File: src/rtl/systolic_pkg.sv
// -----------------------------------------------------------------------------
// systolic_pkg
// Shared types and constants for the 3x3 systolic job controller.
//   state_t     : controller FSM states
//   N           : array dimension (rows = columns = 3)
//   RUN_CYCLES  : cycles ARR_START is held while wavefronts are streamed
//   LOAD_BEATS  : operand row beats per job (3 A rows then 3 B rows)
//   idx_ok()    : true when a skewed matrix index falls inside 0..N-1
// -----------------------------------------------------------------------------
package systolic_pkg;

   typedef enum logic [2:0] {
      IDLE,
      CLEAR,
      RUN,
      WAIT,
      CAPTURE,
      HOLD
   } state_t;

   localparam int N          = 3;
   localparam int RUN_CYCLES = 8;
   localparam int LOAD_BEATS = 6;

   function automatic logic idx_ok(input int k);
      return (k >= 0) && (k < N);
   endfunction

endpackage

File: src/rtl/systolic_operand_skew.sv
// -----------------------------------------------------------------------------
// systolic_operand_skew
// Combinational wavefront generator. For run step t it produces the operands
// entering the array edges: row i gets A[i][t-i], column j gets B[t-j][j];
// any index outside 0..2 yields zero, so every operand is zero from t=5 on.
// Ports:
//   t      in  4           run step (values past the run give all zeros)
//   a_mat  in  9*DATAWIDTN stored A, element (r,c) at bit (r*3+c)*DATAWIDTN
//   b_mat  in  9*DATAWIDTN stored B, same packing
//   a_skew out 3*DATAWIDTN {A2,A1,A0} row operands
//   b_skew out 3*DATAWIDTN {B2,B1,B0} column operands
// -----------------------------------------------------------------------------
module systolic_operand_skew
   import systolic_pkg::*;
#(
   parameter int DATAWIDTN = 8
) (
   input  logic [3:0]                 t,
   input  logic [N*N*DATAWIDTN-1:0]   a_mat,
   input  logic [N*N*DATAWIDTN-1:0]   b_mat,
   output logic [N*DATAWIDTN-1:0]     a_skew,
   output logic [N*DATAWIDTN-1:0]     b_skew
);

   always_comb begin
      a_skew = '0;
      b_skew = '0;
      for (int i = 0; i < N; i++) begin
         // row i lags row 0 by i cycles; column j likewise
         if (idx_ok(int'(t) - i))
            a_skew[i*DATAWIDTN +: DATAWIDTN] = a_mat[(i*N + int'(t) - i)*DATAWIDTN +: DATAWIDTN];
         if (idx_ok(int'(t) - i))
            b_skew[i*DATAWIDTN +: DATAWIDTN] = b_mat[((int'(t) - i)*N + i)*DATAWIDTN +: DATAWIDTN];
      end
   end

endmodule

File: src/rtl/systolic_job_ctrl.sv
// -----------------------------------------------------------------------------
// systolic_job_ctrl
// Sequencer for the 3x3 systolic multiply array. Loads A and B row by row,
// clears the array, streams skewed wavefronts with ARR_START held for the run,
// waits for ARR_DONE, snapshots P11..P33 and offers it on a valid/ready port.
// Optional build macro: SYSTOLIC_TIMEOUT_EN adds a WAIT timeout that sets the
// sticky ERR flag and abandons the job; without it ERR is tied low.
// Ports:
//   CLK, RST                  clock, synchronous active-high reset
//   IN_VALID/IN_READY/IN_DATA operand row beats {col2,col1,col0}; A rows, then B
//   ARR_RSTn, ARR_START       array reset (active-low, registered) and start
//   ARR_A0..2, ARR_B0..2      registered skewed operands to the array
//   ARR_P, ARR_DONE           array products {P33..P11} and done flag
//   RES_VALID/RES_READY/RES_DATA captured 3x3 product, same packing as ARR_P
//   BUSY                      high outside IDLE
//   ERR                       sticky WAIT timeout
// -----------------------------------------------------------------------------
module systolic_job_ctrl
   import systolic_pkg::*;
#(
   parameter int DATAWIDTN   = 8,
   parameter int TIMEOUT_CYC = 16
) (
   input  logic                          CLK,
   input  logic                          RST,
   input  logic                          IN_VALID,
   output logic                          IN_READY,
   input  logic [N*DATAWIDTN-1:0]        IN_DATA,
   output logic                          ARR_RSTn,
   output logic                          ARR_START,
   output logic [DATAWIDTN-1:0]          ARR_A0,
   output logic [DATAWIDTN-1:0]          ARR_A1,
   output logic [DATAWIDTN-1:0]          ARR_A2,
   output logic [DATAWIDTN-1:0]          ARR_B0,
   output logic [DATAWIDTN-1:0]          ARR_B1,
   output logic [DATAWIDTN-1:0]          ARR_B2,
   input  logic [N*N*2*DATAWIDTN-1:0]    ARR_P,
   input  logic                          ARR_DONE,
   output logic                          RES_VALID,
   input  logic                          RES_READY,
   output logic [N*N*2*DATAWIDTN-1:0]    RES_DATA,
   output logic                          BUSY,
   output logic                          ERR
);

   localparam int DW = DATAWIDTN;

   state_t                  state;
   logic [2:0]              beat_cnt;
   logic [3:0]              run_t;
   logic [N*N*DW-1:0]       a_mat;
   logic [N*N*DW-1:0]       b_mat;
   logic [3:0]              skew_t;
   logic [N*DW-1:0]         a_skew;
   logic [N*DW-1:0]         b_skew;
   logic [N*DW-1:0]         a_op_p1;
   logic [N*DW-1:0]         b_op_p1;
`ifdef SYSTOLIC_TIMEOUT_EN
   logic [15:0]             wait_cnt;
   logic                    err_q;
`endif

   assign IN_READY  = (state == IDLE);
   assign BUSY      = (state != IDLE);
   assign RES_VALID = (state == HOLD);

`ifdef SYSTOLIC_TIMEOUT_EN
   assign ERR = err_q;
`else
   assign ERR = 1'b0;
`endif

   assign ARR_A0 = a_op_p1[0*DW +: DW];
   assign ARR_A1 = a_op_p1[1*DW +: DW];
   assign ARR_A2 = a_op_p1[2*DW +: DW];
   assign ARR_B0 = b_op_p1[0*DW +: DW];
   assign ARR_B1 = b_op_p1[1*DW +: DW];
   assign ARR_B2 = b_op_p1[2*DW +: DW];

   // Operands are registered one step ahead: CLEAR prepares t=0, RUN step t
   // prepares t+1 (t+1 = 8 falls outside the matrices and yields zeros).
   assign skew_t = (state == CLEAR) ? 4'd0 : run_t + 4'd1;

   systolic_operand_skew #(
      .DATAWIDTN (DATAWIDTN)
   ) u_skew (
      .t      (skew_t),
      .a_mat  (a_mat),
      .b_mat  (b_mat),
      .a_skew (a_skew),
      .b_skew (b_skew)
   );

   // ---- operand store (data only, no reset) ----
   always_ff @(posedge CLK) begin
      if (state == IDLE && IN_VALID) begin
         if (beat_cnt < 3'(N))
            a_mat[int'(beat_cnt)*N*DW +: N*DW] <= IN_DATA;
         else
            b_mat[(int'(beat_cnt) - N)*N*DW +: N*DW] <= IN_DATA;
      end
   end

   // ---- control FSM and registered array/result outputs ----
   always_ff @(posedge CLK) begin
      if (RST) begin
         state     <= IDLE;
         beat_cnt  <= '0;
         run_t     <= '0;
         ARR_RSTn  <= 1'b0;
         ARR_START <= 1'b0;
         a_op_p1   <= '0;
         b_op_p1   <= '0;
         RES_DATA  <= '0;
`ifdef SYSTOLIC_TIMEOUT_EN
         wait_cnt  <= '0;
         err_q     <= 1'b0;
`endif
      end else begin
         case (state)
            IDLE: begin
               ARR_RSTn <= 1'b1;
               if (IN_VALID) begin
                  if (beat_cnt == 3'(LOAD_BEATS - 1)) begin
                     beat_cnt <= '0;
                     ARR_RSTn <= 1'b0;
                     state    <= CLEAR;
                  end else begin
                     beat_cnt <= beat_cnt + 3'd1;
                  end
               end
            end
            CLEAR: begin
               ARR_RSTn  <= 1'b1;
               ARR_START <= 1'b1;
               a_op_p1   <= a_skew;
               b_op_p1   <= b_skew;
               run_t     <= '0;
               state     <= RUN;
            end
            RUN: begin
               a_op_p1 <= a_skew;
               b_op_p1 <= b_skew;
               if (run_t == 4'(RUN_CYCLES - 1)) begin
                  ARR_START <= 1'b0;
                  state     <= WAIT;
`ifdef SYSTOLIC_TIMEOUT_EN
                  wait_cnt  <= '0;
`endif
               end else begin
                  run_t <= run_t + 4'd1;
               end
            end
            WAIT: begin
               if (ARR_DONE) begin
                  state <= CAPTURE;
`ifdef SYSTOLIC_TIMEOUT_EN
               end else if (wait_cnt == 16'(TIMEOUT_CYC - 1)) begin
                  err_q <= 1'b1;
                  state <= IDLE;
               end else begin
                  wait_cnt <= wait_cnt + 16'd1;
`endif
               end
            end
            CAPTURE: begin
               // array P registers settle one cycle after ARR_DONE
               RES_DATA <= ARR_P;
               state    <= HOLD;
            end
            HOLD: begin
               if (RES_READY)
                  state <= IDLE;
            end
            default: state <= IDLE;
         endcase
      end
   end

endmodule

File: config.mk
export PLATFORM = sky130hd
export DESIGN_NAME = systolic_job_ctrl
export DESIGN_NICKNAME = d
export VERILOG_FILES = /design/src/rtl/systolic_pkg.sv /design/src/rtl/systolic_operand_skew.sv /design/src/rtl/systolic_job_ctrl.sv
export SDC_FILE = /design/constraint.sdc
export NUM_CORES = 1
export LEC_CHECK = 0
export CELL_PAD_IN_SITES_DETAIL_PLACEMENT = 1
export CELL_PAD_IN_SITES_GLOBAL_PLACEMENT = 1
export CORE_MARGIN = 2
export CORE_UTILIZATION = 48
export CTS_CLUSTER_SIZE = 24
export DETAILED_ROUTE_END_ITERATION = 7
export DONT_BUFFER_PORTS = 1
export GPL_TIMING_DRIVEN = 0
export PLACE_DENSITY = 0.82
export SLEW_MARGIN = 10
export SYNTH_ARGS = -nofsm -noshare
export SYNTH_HDL_FRONTEND = slang
export SYNTH_SLANG_ARGS = --single-unit
File: constraint.sdc
create_clock -name CLK -period 7.6 [get_ports CLK]
set_clock_uncertainty 0.1 [all_clocks]
set_input_delay 2.28 -clock CLK [delete_from_list [all_inputs] [get_ports CLK]]
set_output_delay 2.28 -clock CLK [all_outputs]
set_load 0.03 [all_outputs]
==> impl.org <==
** Power and ir drop
- Overall power consumption after layout is estimated at 4.284 mW.
- IR Drop Worst-Case VDD :: 120.9 uV
- The analysis attributes to cell leakage a power of 6.922 nW.
- Power density over the cells :: 210.2 nW/um^2

** Critical path
- At the worst endpoint, the required time is 7680 ps.
- Measured in cells, the most critical reg-to-reg path has a length of 18.
- CP endpoint kind :: flip-flop
- Worst reg2reg path startpoint :: beat_cnt[0]
- Data arrives at the worst endpoint at 7340 ps.
- The worst register-to-register path has a setup slack of 340 ps.
- Worst reg2reg endpoint :: b_mat[37]
- Along the worst path, the maximum fanout reaches 13.
- The critical path is of the flip-flop to flip-flop type.
- Nature of the critical path startpoint :: flip-flop

** Die
- Width of the chip :: 199.9 um
- Row count :: 71
- The die covers 39940 sq um.
- Standard cell core area :: 37760 sq um
- Count of boundary I/O pins :: 371
- For this configuration, the core starts out at a cell density of 48.77%.
- Height of the die :: 199.9 um

** Route
- First-iteration detailed-routing DRC count :: 1769
- Wire length on met3 :: 7.963 mm
- In the detailed route, the total length drawn on met2 is 35.06 mm.
- In the final routing, the length of wire on met1 measures 27.48 mm.
- For this run, the detailed router's first-pass iteration total came to 6.
- In the routed design, unresolved DRC markers number 0.
- In the final routed layout, each cell accounts on average for 27.95 um.
- Highest signal layer in the routed design :: met4
- Number of vias per cell :: 6.502
- The detail route stage leaves a number of antenna-violating nets equal to 0.
- Via count :: 17330
- Final routed wirelength across all metal layers :: 74.51 mm

** GRT
- Initial antenna violation count :: 4
- Total global routing overflow :: 0
- Pin count of the biggest net entering global routing :: 15
- Global routing consumed, over all layers together, 35.85% of the routing resources.
- Wire length of the first global-routing pass :: 106.7 mm
- Vias in the first global route :: 17360

** Hold path
- For hold timing, the worst endpoint is run_t[1].
- The worst hold path begins at run_t[1].
- Worst hold path class :: flip-flop to flip-flop
- Along the worst hold path, the cell count comes to 2.

** Synth
- The number of nets in the synthesized netlist is 2310.
- Most area-hungry cell type in the Yosys netlist :: sky130_fd_sc_hd__edfxtp_1
- For this run, asynchronously set or reset flops after synthesis account for 0%.
- Cells after synthesis :: 2081
- Sorting the synthesized cells by how often they occur yields sky130_fd_sc_hd__nand2_1, sky130_fd_sc_hd__a21oi_1, sky130_fd_sc_hd__dfxtp_1, sky130_fd_sc_hd__nor2_1, sky130_fd_sc_hd__edfxtp_1.
- Sequential area share after synthesis :: 45.66%
- Average cell area after synthesis :: 8.849 sq um
- Of the post-synthesis cell area, the dominant cell type holds 23.48%.
- Synthesis inferred 348 register bits.
- For this run, the number of Yosys warnings is 0.
- The cell area that synthesis handed to floorplanning was 18410 sq um.
- For this run, the leading register cell type out of synthesis is sky130_fd_sc_hd__dfxtp_1.
- Number of distinct library cells after synthesis :: 81
- Yosys attributes the largest share of cell area to sky130_fd_sc_hd__edfxtp_1, sky130_fd_sc_hd__dfxtp_1, sky130_fd_sc_hd__nand2_1.
- Yosys mapped a number of flops with a built-in enable equal to 144.
- The most common cell in the synthesized netlist is sky130_fd_sc_hd__nand2_1.

** Run
- The tool flagged a number of max-cap violations equal to 0.

** Timing
- RSZ-0062 raised after global routing :: false
- In this run the tightest slew margin relative to its limit is 17.21%.
- At the pin with the least slew margin, the transition time is 1234 ps.
- Setup Viol. Count Final :: 0
- The final critical path takes up 95.52% of the cycle.
- The worst path in the final design needs a cycle of 7259 ps, including I/O delays and setup.
- Final hold vios :: 0
- Once routing completed, OpenROAD measured the worst setup slack at 340.8 ps.
- Highest clock frequency the design can meet :: 0.1378 GHz
- Max-slew violation count :: 0

** Outcome
- The run finished with clean final reports.

** Placement
- After detailed placement, the design holds a cell count of 2594.
- Worst-case setup slack after placement :: 549.8 ps
- Count of buffers inserted at the top-level ports :: 0
- The congestion estimate from routability-driven global placement came to 0.9904.
- HPWL after DPL :: 56.98 mm

** Clock network
- For this design, the sink count on the clock tree is 348.
- The clock passes through at most 3 buffers.
- Maximum level of the CTS H-tree :: 2
- Post-CTS setup buffer count :: 0
- The number of hold buffers added after CTS was 0.
- The root buffer cell chosen for the clock tree is sky130_fd_sc_hd__clkbuf_16.
- Clock-pin slew was measured on the worst setup and hold paths at 60 ps.
- Number of buffers created by CTS :: 39
- TritonCTS built the clock tree.
- Gates resized during post-CTS repair numbered 0.
- For the worst-skew pair, the clock arrives at the later sink with an insertion delay of 570 ps.

** Finish
- Ratio of cells with drive above 1 in the final layout :: 7.209%
- Final Net Count :: 2353
- Non-filler cells, final :: 2666
- Share of the core filled with cells in the final layout :: 53.97%
- Number of fill cells :: 4442
- From synthesis to final layout, the design area changed by 10.66%.
metrics by stage:
stage / hold slack [ps] / TNS, ps / area, sq um
floorplan: 386.1 / 0 / 18410
global placement: 404.8 / -6227 / 19050
detailed placement: 435.7 / 0 / 19100
CTS: 442.6 / 0 / 20340
global route: 493.6 / 0 / 20370
finish: 455.3 / 0 / 20380
critical path, cell delays in order, from the launching register on:
cell	delay (ps)
sky130_fd_sc_hd__dfxtp_1	560
sky130_fd_sc_hd__buf_2	300
sky130_fd_sc_hd__clkinv_1	260
sky130_fd_sc_hd__clkbuf_1	320
sky130_fd_sc_hd__buf_1	470
sky130_fd_sc_hd__ha_1	520
sky130_fd_sc_hd__ha_1	310
sky130_fd_sc_hd__and2_1	150
sky130_fd_sc_hd__fa_1	430
sky130_fd_sc_hd__nand2_1	110
sky130_fd_sc_hd__xor2_1	630
sky130_fd_sc_hd__and3_1	250
sky130_fd_sc_hd__clkbuf_1	230
sky130_fd_sc_hd__nand2_1	90
sky130_fd_sc_hd__ha_1	320
sky130_fd_sc_hd__nor4b_1	320
sky130_fd_sc_hd__nand4_1	190
sky130_fd_sc_hd__nand3b_1	320
sky130_fd_sc_hd__a21oi_1	990
state kept, by name (all words and copies together), names as in the netlist:
register and cells:
a_op_p1 24, b_mat 72, run_t 4, ARR_RSTn 1, beat_cnt 3, state 3
RES_DATA 144, a_mat 72, b_op_p1 24, ARR_START 1
worst max path at each step:
| stage | start | to | slack (ps) | depth (start not counted) |
|---|---|---|---|---|
| CTS | beat_cnt[0] | b_mat[37] | 510 | 18 |
| floorplan | beat_cnt[0] | b_mat[40] | 1110 | 18 |
| global route | beat_cnt[0] | b_mat[37] | 40 | 18 |
| finish | beat_cnt[0] | b_mat[37] | 340 | 18 |
| global placement | beat_cnt[0] | b_mat[42] | -780 | 18 |
| detailed placement | beat_cnt[0] | b_mat[35] | 550 | 18 |
logic make-up after synthesis:
| kind of cell | after synthesis | share of synthesized area [%] |
|---|---|---|
| simple gates | 776 | 18.73 |
| compound gates | 562 | 19.07 |
| flops | 348 | 45.66 |
| buf+inv | 210 | 4.519 |
| mux | 105 | 6.904 |
| fa+ha+maj | 56 | 3.927 |
| xor+xnor | 23 | 1.169 |
| other cells | 1 | 0.02037 |
metal layers:
layer,up-vias,track usage [%]
li1,7558,-
met1,8473,42.57
met2,1048,59.23
met3,254,9.929
met4,0,19.12
met5,-,0
report_power, final:
group / internal [mW] / switching [mW] / leakage (nW)
clock network: 1.07 / 0.797 / 0.611
logic: 0.119 / 0.323 / 3.35
registers: 1.96 / 0.0138 / 2.96
layout make-up:
type                            instances  area, sq um  area share (%)
Antenna cell                            5        12.51         0.06140
Buffer                                178        711.9           3.494
Clock buffer                           53         1121           5.502
Clock inverter                         14        127.6          0.6263
Inverter                               32        120.1          0.5895
Multi-Input combinational cell       1523         9220           45.25
Sequential cell                       348         8408           41.26
Tap cell                              511        639.4           3.138
Timing Repair Buffer                    2        16.27         0.07982
cells in the final DEF (no fill, tap or decap), types with 13 or more instances in the layout:
cell / count
sky130_fd_sc_hd__edfxtp_1: 144
sky130_fd_sc_hd__nor2_1: 153
sky130_fd_sc_hd__nand2_1: 412
sky130_fd_sc_hd__nand2b_1: 13
sky130_fd_sc_hd__clkbuf_16: 41
sky130_fd_sc_hd__mux2i_1: 64
sky130_fd_sc_hd__clkbuf_1: 142
sky130_fd_sc_hd__a21oi_1: 237
sky130_fd_sc_hd__nand4_1: 18
sky130_fd_sc_hd__o21ai_1: 17
sky130_fd_sc_hd__a32oi_1: 16
sky130_fd_sc_hd__o21a_1: 13
sky130_fd_sc_hd__a211oi_1: 15
sky130_fd_sc_hd__nand3_1: 57
sky130_fd_sc_hd__buf_1: 21
sky130_fd_sc_hd__a22oi_1: 44
sky130_fd_sc_hd__mux4_2: 15
sky130_fd_sc_hd__o211ai_1: 14
sky130_fd_sc_hd__a31oi_1: 38
sky130_fd_sc_hd__a221oi_1: 25
sky130_fd_sc_hd__mux2_2: 26
sky130_fd_sc_hd__and3_1: 21
sky130_fd_sc_hd__o21ai_0: 67
sky130_fd_sc_hd__and2_1: 13
sky130_fd_sc_hd__nor2b_1: 18
sky130_fd_sc_hd__dfxtp_1: 204
sky130_fd_sc_hd__inv_1: 26
sky130_fd_sc_hd__buf_2: 18
sky130_fd_sc_hd__ha_1: 53
No activity file was read; power rests on OpenSTA's default activity.
